### src/rtl/mem_bus_pkg.sv
// Shared types and default widths for the memory-bus arbiter slice.
package mem_bus_pkg;

    localparam int DEF_ADDR_WIDTH = 32;
    localparam int DEF_DATA_WIDTH = 32;
    localparam int DEF_MAX_WAIT   = 4;

    typedef enum logic [1:0] {
        IDLE      = 2'd0,
        ISSUE     = 2'd1,
        WAIT_RESP = 2'd2
    } state_e;

    typedef enum logic [1:0] {
        NONE   = 2'd0,
        OWN_IF = 2'd1,
        OWN_D  = 2'd2
    } owner_e;

endpackage

### src/rtl/mem_arb_select.sv
// Priority pick between fetch and load/store with a saturating starvation
// counter that forces fetch through after MAX_WAIT contended data wins.
module mem_arb_select
    import mem_bus_pkg::*;
#(
    parameter int MAX_WAIT = DEF_MAX_WAIT
) (
    input  logic   clk,
    input  logic   reset,
    input  logic   if_req,
    input  logic   d_req,
    input  logic   evaluate,
    output owner_e winner
);

    localparam int               CNT_W   = (MAX_WAIT < 1) ? 1 : $clog2(MAX_WAIT + 1);
    localparam logic [CNT_W-1:0] CNT_MAX = CNT_W'(MAX_WAIT);

    logic [CNT_W-1:0] wait_cnt_q;
    logic [CNT_W-1:0] wait_cnt_d;

    always_comb begin
        winner = NONE;
        if (d_req && !(if_req && (wait_cnt_q == CNT_MAX))) begin
            winner = OWN_D;
        end else if (if_req) begin
            winner = OWN_IF;
        end
    end

    // Data can only beat a pending fetch below CNT_MAX, so the count saturates.
    always_comb begin
        wait_cnt_d = wait_cnt_q;
        if (evaluate) begin
            if (winner == OWN_IF) begin
                wait_cnt_d = '0;
            end else if ((winner == OWN_D) && if_req) begin
                wait_cnt_d = wait_cnt_q + 1'b1;
            end
        end
    end

    always_ff @(posedge clk or posedge reset) begin
        if (reset) begin
            wait_cnt_q <= '0;
        end else begin
            wait_cnt_q <= wait_cnt_d;
        end
    end

endmodule

### src/rtl/mem_bus_arbiter.sv
// Shares one memory port between instruction fetch and load/store, one
// outstanding transaction at a time, with back-to-back issue on the response cycle.
module mem_bus_arbiter
    import mem_bus_pkg::*;
#(
    parameter int ADDR_WIDTH = DEF_ADDR_WIDTH,
    parameter int DATA_WIDTH = DEF_DATA_WIDTH,
    parameter int MAX_WAIT   = DEF_MAX_WAIT
) (
    input  logic                    clk,
    input  logic                    reset,
    input  logic                    if_req,
    input  logic [ADDR_WIDTH-1:0]   if_addr,
    output logic                    if_gnt,
    output logic                    if_rvalid,
    output logic [DATA_WIDTH-1:0]   if_rdata,
    input  logic                    d_req,
    input  logic                    d_we,
    input  logic [ADDR_WIDTH-1:0]   d_addr,
    input  logic [DATA_WIDTH-1:0]   d_wdata,
    input  logic [DATA_WIDTH/8-1:0] d_be,
    output logic                    d_gnt,
    output logic                    d_rvalid,
    output logic [DATA_WIDTH-1:0]   d_rdata,
    output logic                    mem_req,
    output logic                    mem_we,
    output logic [ADDR_WIDTH-1:0]   mem_addr,
    output logic [DATA_WIDTH-1:0]   mem_wdata,
    output logic [DATA_WIDTH/8-1:0] mem_be,
    input  logic                    mem_gnt,
    input  logic                    mem_rvalid,
    input  logic [DATA_WIDTH-1:0]   mem_rdata
);

    localparam int BE_W = DATA_WIDTH / 8;

    state_e                state_q, state_d;
    owner_e                owner_q, owner_d;
    owner_e                winner;
    logic                  evaluate;
    logic                  mem_req_q, mem_req_d;
    logic                  mem_we_q, mem_we_d;
    logic [ADDR_WIDTH-1:0] mem_addr_q, mem_addr_d;
    logic [DATA_WIDTH-1:0] mem_wdata_q, mem_wdata_d;
    logic [BE_W-1:0]       mem_be_q, mem_be_d;

    assign evaluate = (state_q == IDLE) || ((state_q == WAIT_RESP) && mem_rvalid);

    mem_arb_select #(
        .MAX_WAIT (MAX_WAIT)
    ) u_select (
        .clk      (clk),
        .reset    (reset),
        .if_req   (if_req),
        .d_req    (d_req),
        .evaluate (evaluate),
        .winner   (winner)
    );

    always_comb begin
        state_d     = state_q;
        owner_d     = owner_q;
        mem_req_d   = mem_req_q;
        mem_we_d    = mem_we_q;
        mem_addr_d  = mem_addr_q;
        mem_wdata_d = mem_wdata_q;
        mem_be_d    = mem_be_q;
        case (state_q)
            IDLE, WAIT_RESP: begin
                if (evaluate) begin
                    owner_d   = winner;
                    mem_req_d = (winner != NONE);
                    state_d   = (winner == NONE) ? IDLE : ISSUE;
                    if (winner == OWN_D) begin
                        mem_we_d    = d_we;
                        mem_addr_d  = d_addr;
                        mem_wdata_d = d_wdata;
                        mem_be_d    = d_be;
                    end else if (winner == OWN_IF) begin
                        mem_we_d    = 1'b0;
                        mem_addr_d  = if_addr;
                        mem_wdata_d = '0;
                        mem_be_d    = {BE_W{1'b1}};
                    end
                end
            end
            ISSUE: begin
                if (mem_gnt) begin
                    mem_req_d = 1'b0;
                    state_d   = WAIT_RESP;
                end
            end
            default: begin
                state_d   = IDLE;
                owner_d   = NONE;
                mem_req_d = 1'b0;
            end
        endcase
    end

    always_ff @(posedge clk or posedge reset) begin
        if (reset) begin
            state_q     <= IDLE;
            owner_q     <= NONE;
            mem_req_q   <= 1'b0;
            mem_we_q    <= 1'b0;
            mem_addr_q  <= '0;
            mem_wdata_q <= '0;
            mem_be_q    <= '0;
        end else begin
            state_q     <= state_d;
            owner_q     <= owner_d;
            mem_req_q   <= mem_req_d;
            mem_we_q    <= mem_we_d;
            mem_addr_q  <= mem_addr_d;
            mem_wdata_q <= mem_wdata_d;
            mem_be_q    <= mem_be_d;
        end
    end

    // Handshake pulses are steered to the owner only; the other side stays quiet.
    assign if_gnt    = (state_q == ISSUE) && (owner_q == OWN_IF) && mem_gnt;
    assign d_gnt     = (state_q == ISSUE) && (owner_q == OWN_D) && mem_gnt;
    assign if_rvalid = (state_q == WAIT_RESP) && (owner_q == OWN_IF) && mem_rvalid;
    assign d_rvalid  = (state_q == WAIT_RESP) && (owner_q == OWN_D) && mem_rvalid;
    assign if_rdata  = mem_rdata;
    assign d_rdata   = mem_rdata;

    assign mem_req   = mem_req_q;
    assign mem_we    = mem_we_q;
    assign mem_addr  = mem_addr_q;
    assign mem_wdata = mem_wdata_q;
    assign mem_be    = mem_be_q;

endmodule
### config.mk
export PLATFORM = sky130hd
export DESIGN_NAME = mem_bus_arbiter
export DESIGN_NICKNAME = d
export VERILOG_FILES = /design/src/rtl/mem_bus_pkg.sv /design/src/rtl/mem_arb_select.sv /design/src/rtl/mem_bus_arbiter.sv
export SDC_FILE = /design/constraint.sdc
export NUM_CORES = 1
export LEC_CHECK = 0
export CORE_MARGIN = 2
export CORE_UTILIZATION = 25
export DETAILED_ROUTE_END_ITERATION = 6
export SLEW_MARGIN = 20
export SYNTH_ARGS = -nofsm -noshare
export SYNTH_HDL_FRONTEND = slang
export SYNTH_SLANG_ARGS = --single-unit
### constraint.sdc
create_clock -name clk -period 2.75 [get_ports clk]
set_input_delay 0.55 -clock clk [delete_from_list [all_inputs] [get_ports clk]]
set_output_delay 0.55 -clock clk [all_outputs]
set_load 0.05 [all_outputs]
==> metrics.txt, run 1 <==
Initial Util=25.3%; initial antenna violation count=0; final hold slack=0.503 ns; htree depth=3; Final setup viols=0; Sum Neg Setup Slack=0 ns; I/O pins=277; clk_lat worst skew=0.34 ns; drt pass-1 iters=4; worst vdd ir=about 0.0007 V; HP Class=flip-flop to flip-flop; Combinational Power Share=55.5%; chip height=127 um; sequential share of power=27.1%; CTS Hold Buffers Added=0; cell area after synthesis=0.00381 mm2; Tot GR Track Use=13.2%; largest net degree at the start of global routing=42; relative slew slack=62.6%; Synthesis Warnings=0; Max Clk Rate=0.456 GHz; HPWL Detailed=7.69 mm; Switching Share=47.0%; mean routed wirelength per cell=15.8 um; Synth-to-Final Area Change=49.4%; final worst setup slack=0.558 ns; Critical Path Start Type=primary input; register bit total from synthesis=77; DR vias/cell=4.48; clock slew at reported path FFs=0.06 ns; # port buffers=180; Synth cell types=28; Routed Antenna Nets=0; final core occ=37.8%; Post-CTS Resized=0; met1 Use GR=17.7%; NetSw=3460 uW; Final Critical Period=2.19 ns; Max-Cap Viols=0; Worst Path Required=3.00 ns; power density cells=about 1300 mW/mm2; Die W=127 um; share of cells above drive strength 1=13.2%; Final Power=~7400 uW; Max Slew Vio Count=0; nets=between 600 and 700; setup repair bufs after CTS=0; die area=0.0162 mm2; Crit path arrival time=2.44 ns; CTS buffer count=9; CTS tree=done; Longest Clk Path Bufs=2; Global Route met3 Usage=5.11%; via count=3,054; Leakage Power=0.00231 uW; cell count after synthesis=between 300 and 400; critical path peak fanout=41; routability cong.=0.775; sequential area share after synthesis=50.6%; global-route wire length before repair=between 15 and 20 mm; status=finished, final reports clean; Core Rows=45; RSZ-0062 raised after global routing=no; Worst Path Class, Setup=primary input to flip-flop; core area=0.0150 mm2; total grt overflow=0; Root Driver=clkbuf_16; DRT iter0 DRCs=86; Slew @ Worst Pin=0.559 ns; period utilisation layout=79.7%; Clk network pwr share=17.4%; Syn Nets=516; Clock Sink Count=77; clock skew=0.00667 ns; internal power=3890 uW; met2 Usage GRT=18.8%; worst slack, placed=0.191 ns; number of global-route vias before repair=around 3,100; ANT cells=0; WL final=10.8 mm; Residual DRC=0; kind of end point of the critical path=flip-flop; Final Hold Viols=0; syn_area_per_cell=10.1 um2; global routing's busiest layer=met2; Filler Cells Inserted=1,484
-- worst max-delay path: stages --
cell and delay, ns:
clkdlybuf4s50_1 0.48, nor2_1 0.27, or3_4 0.49, buf_4 0.42, a21oi_2 0.05, a21oi_1 0.17
-- synthesized netlist by cell type --
cell / number / area share, %
dfrtp_1: 77 / 51
buf_4: 64 / 13
nor2_1: 40 / 3.9
nand2_1: 39 / 3.8
a21oi_1: 36 / 4.7
a22o_1: 34 / 7.8
a21oi_2: 28 / 6.4
buf_2: 11 / 1.4
clkbuf_1: 7 / 0.69
buf_6: 4 / 1.2
inv_1: 4 / 0.39
nand2b_1: 4 / 0.66
o21ai_0: 4 / 0.53
o22a_1: 4 / 0.92
ha_1: 2 / 0.66
nand3_1: 2 / 0.26
nor3_2: 2 / 0.53
nor3b_1: 2 / 0.39
or3_1: 2 / 0.33
a31oi_1: 1 / 0.16
a32oi_1: 1 / 0.23
and2_0: 1 / 0.16
and2_1: 1 / 0.16
mux2_2: 1 / 0.30
nor2b_4: 1 / 0.36
o22ai_1: 1 / 0.16
o31ai_1: 1 / 0.20
or3b_2: 1 / 0.23
-- registers in the layout, summed over array words and instances (netlist names) --
register,count
mem_wdata,32
mem_be,4
u_select.wait_cnt_q,3
mem_we,1
state_q,2
mem_addr,32
owner_q,2
mem_req,1
-- placed cells by master, fill, tap and decap left out, types with 3 or more instances in the layout --
cell type,n
a22o_1,34
inv_1,3
o21ai_0,4
clkdlybuf4s50_1,176
clkbuf_16,9
clkinvlp_4,4
dfrtp_1,77
nand2_1,39
nand2b_1,4
buf_12,4
nor2_1,40
buf_4,9
a21oi_1,36
a21oi_2,28
o22a_1,4
-- cells by family after synthesis --
kind of cell,count (synthesis),synth area share [%]
buf+inv,90,16.3
flops,77,50.6
mux,1,0.296
compound gates,110,21.2
simple gates,95,10.9
fa+ha+maj,2,0.657
-- metal layers --
| metal | routed length, um | part of all wire [%] | vias to the layer above |
|---|---|---|---|
| li1 | - | - | 1442 |
| met1 | 4860 | 45 | 1399 |
| met2 | 4500 | 42 | 189 |
| met3 | 1170 | 11 | 24 |
| met4 | 221 | 2.1 | 0 |
| met5 | 0 | 0 | - |
-- power groups by stage --
stage | Combinational [uW] | Sequential, uW | Clock [uW]
after detailed placement | 4120 | 1990 | 0
after global placement | 4070 | 2010 | 0
final | 4080 | 1990 | 1280
after floorplan | 1370 | 3570 | 0
after global routing | 4320 | 2060 | 1380
after CTS | 4120 | 2000 | 1330
-- final cells by class --
class	count	area [um2]	area share [%]
flip-flops and latches	77	1930	33.9
clock inverters	7	98.8	1.74
inverters	4	16.3	0.286
well taps	188	235	4.14
repair buffers	189	1910	33.6
clock buffers	9	225	3.96
multi-input cells	208	1280	22.4
-- through the flow --
step / cells / instance area (um2)
floorplan: 375 / 3810
global placement: 666 / 5360
detailed placement: 666 / 5360
CTS: 682 / 5690
global route: 682 / 5690
finish: 682 / 5690
-- path summary, 6_finish.rpt --
kind | startpoint | to | slack, ns | depth (start not counted)
setup / recovery | d_req | mem_addr[21] | 0.56 | 6
hold / removal | u_select.wait_cnt_q[2] | u_select.wait_cnt_q[2] | 0.50 | 1
setup reg to reg | state_q[1] | mem_addr[21] | 0.84 | 5
hold reg to reg | u_select.wait_cnt_q[2] | u_select.wait_cnt_q[2] | 0.50 | 1
max in group asynchronous | reset | mem_wdata[14] | 1.60 | 3
min in group asynchronous | reset | mem_addr[26] | 0.56 | 2
(Power assumes the default switching activity.)
==> run 2: changes to the inputs <==
==> constraint.sdc (replaced) <==
create_clock -name clk -period 1.9 [get_ports clk]
set_input_delay 0.38 -clock clk [delete_from_list [all_inputs] [get_ports clk]]
set_output_delay 0.38 -clock clk [all_outputs]
set_load 0.05 [all_outputs]
==> run 2 against run 1 <==
Worst hold slack gained 0.0036 ns; critical path depth shrank 5; utilization grew 1.3 points; first-iteration DRC count shrank 16%; die area is the same; largest power group unchanged.
==> metrics.txt, run 2 (synthesis gave the netlist of run 1 again) <==
global-route wire length before repair=16.2 mm (was 16.5 mm); I/O pins=277 (unchanged); RSZ-0062 raised after global routing=no (unchanged); Reg2Reg Launch Point=state_q[1] (unchanged); Critical Path Start Type=flip-flop (was primary input); worst path bufs/invs=1 (was 2); largest net degree at the start of global routing=78 (was 42); via count=3,032 (was 3,054); kind of end point of the critical path=output port (was flip-flop); routability cong.=0.787 (was 0.775); Synth-to-Final Area Change=54.4% (was 49.4%); Crit path arrival time=1.49 ns (was 2.44 ns); drt pass-1 iters=4 (unchanged); setup repair bufs after CTS=0 (unchanged); commonest non-fill, non-tap cell in the layout=clkdlybuf4s50_1 (unchanged); NetSw=5010 uW (was 3460 uW); Final setup viols=0 (unchanged); CP top delay family=buffers and inverters (unchanged); Clock Sink Count=77 (unchanged); ANT cells=0 (unchanged); nets=638 (was 630); power density cells=1800 mW/mm2 (was 1290 mW/mm2); Max Clk Rate=between 0.5 and 0.6 GHz; mean routed wirelength per cell=15.1 um (was 15.8 um); reg2reg setup slack=0.16 ns (was 0.84 ns); DR WL met3=1.18 mm (was 1.17 mm); met1 WL=4.51 mm (was 4.86 mm); most frequent cells in the layout=clkdlybuf4s50_1 (113), dfrtp_1 (76), dlymetal6s2s_1 (41) (was clkdlybuf4s50_1 (176), dfrtp_1 (77), nor2_1 (40)); Placed Cells=674 (was 666); Final Power=10,600 uW (was 7350 uW); critical path peak fanout=2 (was 41); clk_lat worst skew=0.33 ns (was 0.34 ns); Worst Path Required=1.52 ns (was 3.00 ns); Tot GR Track Use=12.8% (was 13.2%); Slew @ Worst Pin=0.532 ns (was 0.559 ns); Leakage Power=0.00282 uW (was 0.00231 uW); slowest stage delay, CP=0.80 ns (was 0.49 ns); Worst Path Class, Setup=flip-flop to output port (was primary input to flip-flop); Routed Antenna Nets=0 (unchanged); DR WL met2=4.59 mm (was 4.50 mm); Worst R2R Path Depth=4 (was 5); post-route cell area=0.00588 mm2 (was 0.00569 mm2); WL final=10.4 mm (was 10.8 mm); htree depth=3 (unchanged); DR top layer=met4 (unchanged); clock slew at reported path FFs=0.07 ns (was 0.06 ns); Final Critical Period=1.87 ns; chip height=127 um (unchanged); Placed Area=0.00546 mm2 (was 0.00536 mm2); Core Rows=45 (unchanged); number of global-route vias before repair=3,126 (was 3,121); CTS tree=done (unchanged); Switching Share=47.3% (was 47.0%); Initial Util=25.3% (unchanged); status=finished, final reports clean (unchanged); Residual DRC=0 (unchanged); sequential share of power=26.7% (was 27.1%); Longest Clk Path Bufs=2 (unchanged); final core occ=39.1% (was 37.8%); DR vias/cell=4.39 (was 4.48); core area=0.0150 mm2 (unchanged); CP max stage cell=clkdlybuf4s50_1 (was or3_4); HP Class=primary input to asynchronous set/reset pin (was flip-flop to flip-flop); # port buffers=180 (unchanged); die area=0.0162 mm2 (unchanged); initial antenna violation count=0 (unchanged); DRT iter0 DRCs=72 (was 86); Die W=127 um (unchanged); total grt overflow=0 (unchanged); final std cells w/o fill=690 (was 682); relative slew slack=64.5% (was 62.6%); Max Slew Vio Count=0 (unchanged); share of cells above drive strength 1=19.9% (was 13.2%); clock skew=0.0113 ns (was 0.00667 ns); CTS buffer count=9 (unchanged); worst vdd ir=0.000854 V (was 0.000698 V); Final Hold Viols=0 (unchanged); Crit. path cell count=1 (was 6); Combinational Power Share=56.7% (was 55.5%); CP cell instances=clkdlybuf4s50_1 (was clkdlybuf4s50_1 -> nor2_1 -> or3_4 -> buf_4 -> a21oi_2 -> a21oi_1); Clk network pwr share=16.6% (was 17.4%); internal power=5580 uW (was 3890 uW); HPWL Detailed=7.62 mm (was 7.69 mm); Filler Cells Inserted=1,456 (was 1,484); period utilisation layout=98.5%; Root Driver=clkbuf_16 (unchanged); Max-Cap Viols=0 (unchanged); RR Endpoint=mem_wdata[4] (was mem_addr[21])
run 2: per-stage QoR:
step	setup WS [ns]	hold WS [ns]	setup TNS, ns
2_1_floorplan	0.122	0.466	0
3_3_place_gp	-0.188	0.489	-9.90
3_5_place_dp	-0.203	0.491	-10.43
4_1_cts	-0.00240	0.510	-0.00335
5_1_grt	0.0000148	0.530	0
6_report	0.0292	0.506	0
run 2: timing repair:
item | 4_1_cts | 5_1_grt
cloned | 0 | 0
gates resized for setup | 0 | 46
hold buffers | 0 | 0
endpoints found under the setup margin | 2 | 44
pin swaps | 0 | 1
run 2: per-layer routing:
metal	global-route usage (%)	up-vias
li1	-	1456
met1	15.6	1389
met2	20.5	161
met3	5.61	26
met4	4.01	0
met5	0	-
run 2: cell type report:
| type | instances | area [um2] | share of cell area (%) |
|---|---|---|---|
| clock buffers | 10 | 239 | 4.07 |
| flip-flops and latches | 77 | 1930 | 32.8 |
| repair buffers | 197 | 2100 | 35.8 |
| well taps | 188 | 235 | 4.00 |
| inverters | 4 | 18.8 | 0.319 |
| clock inverters | 6 | 68.8 | 1.17 |
| multi-input cells | 208 | 1280 | 21.8 |
run 2: power by group through the flow:
| stage | sequential, uW | clock [uW] | combinational, uW |
|---|---|---|---|
| 3_3_place_gp | 2850 | 0 | 6050 |
| 3_5_place_dp | 2840 | 0 | 6130 |
| 5_1_grt | 2940 | 1920 | 6370 |
| 4_1_cts | 2850 | 1810 | 6120 |
| 2_1_floorplan | 5160 | 0 | 1980 |
| 6_report | 2830 | 1760 | 6010 |
run 2: worst max-delay path by stage:
stage,from,slack (ns),end
3_5_place_dp,mem_rvalid,-0.20,mem_wdata[10]
5_1_grt,mem_addr[28],0.00001,mem_addr[28]
4_1_cts,mem_rvalid,-0.002,d_rvalid
2_1_floorplan,state_q[0],0.12,d_gnt
6_report,mem_addr[28],0.03,mem_addr[28]
3_3_place_gp,mem_rvalid,-0.19,mem_wdata[31]
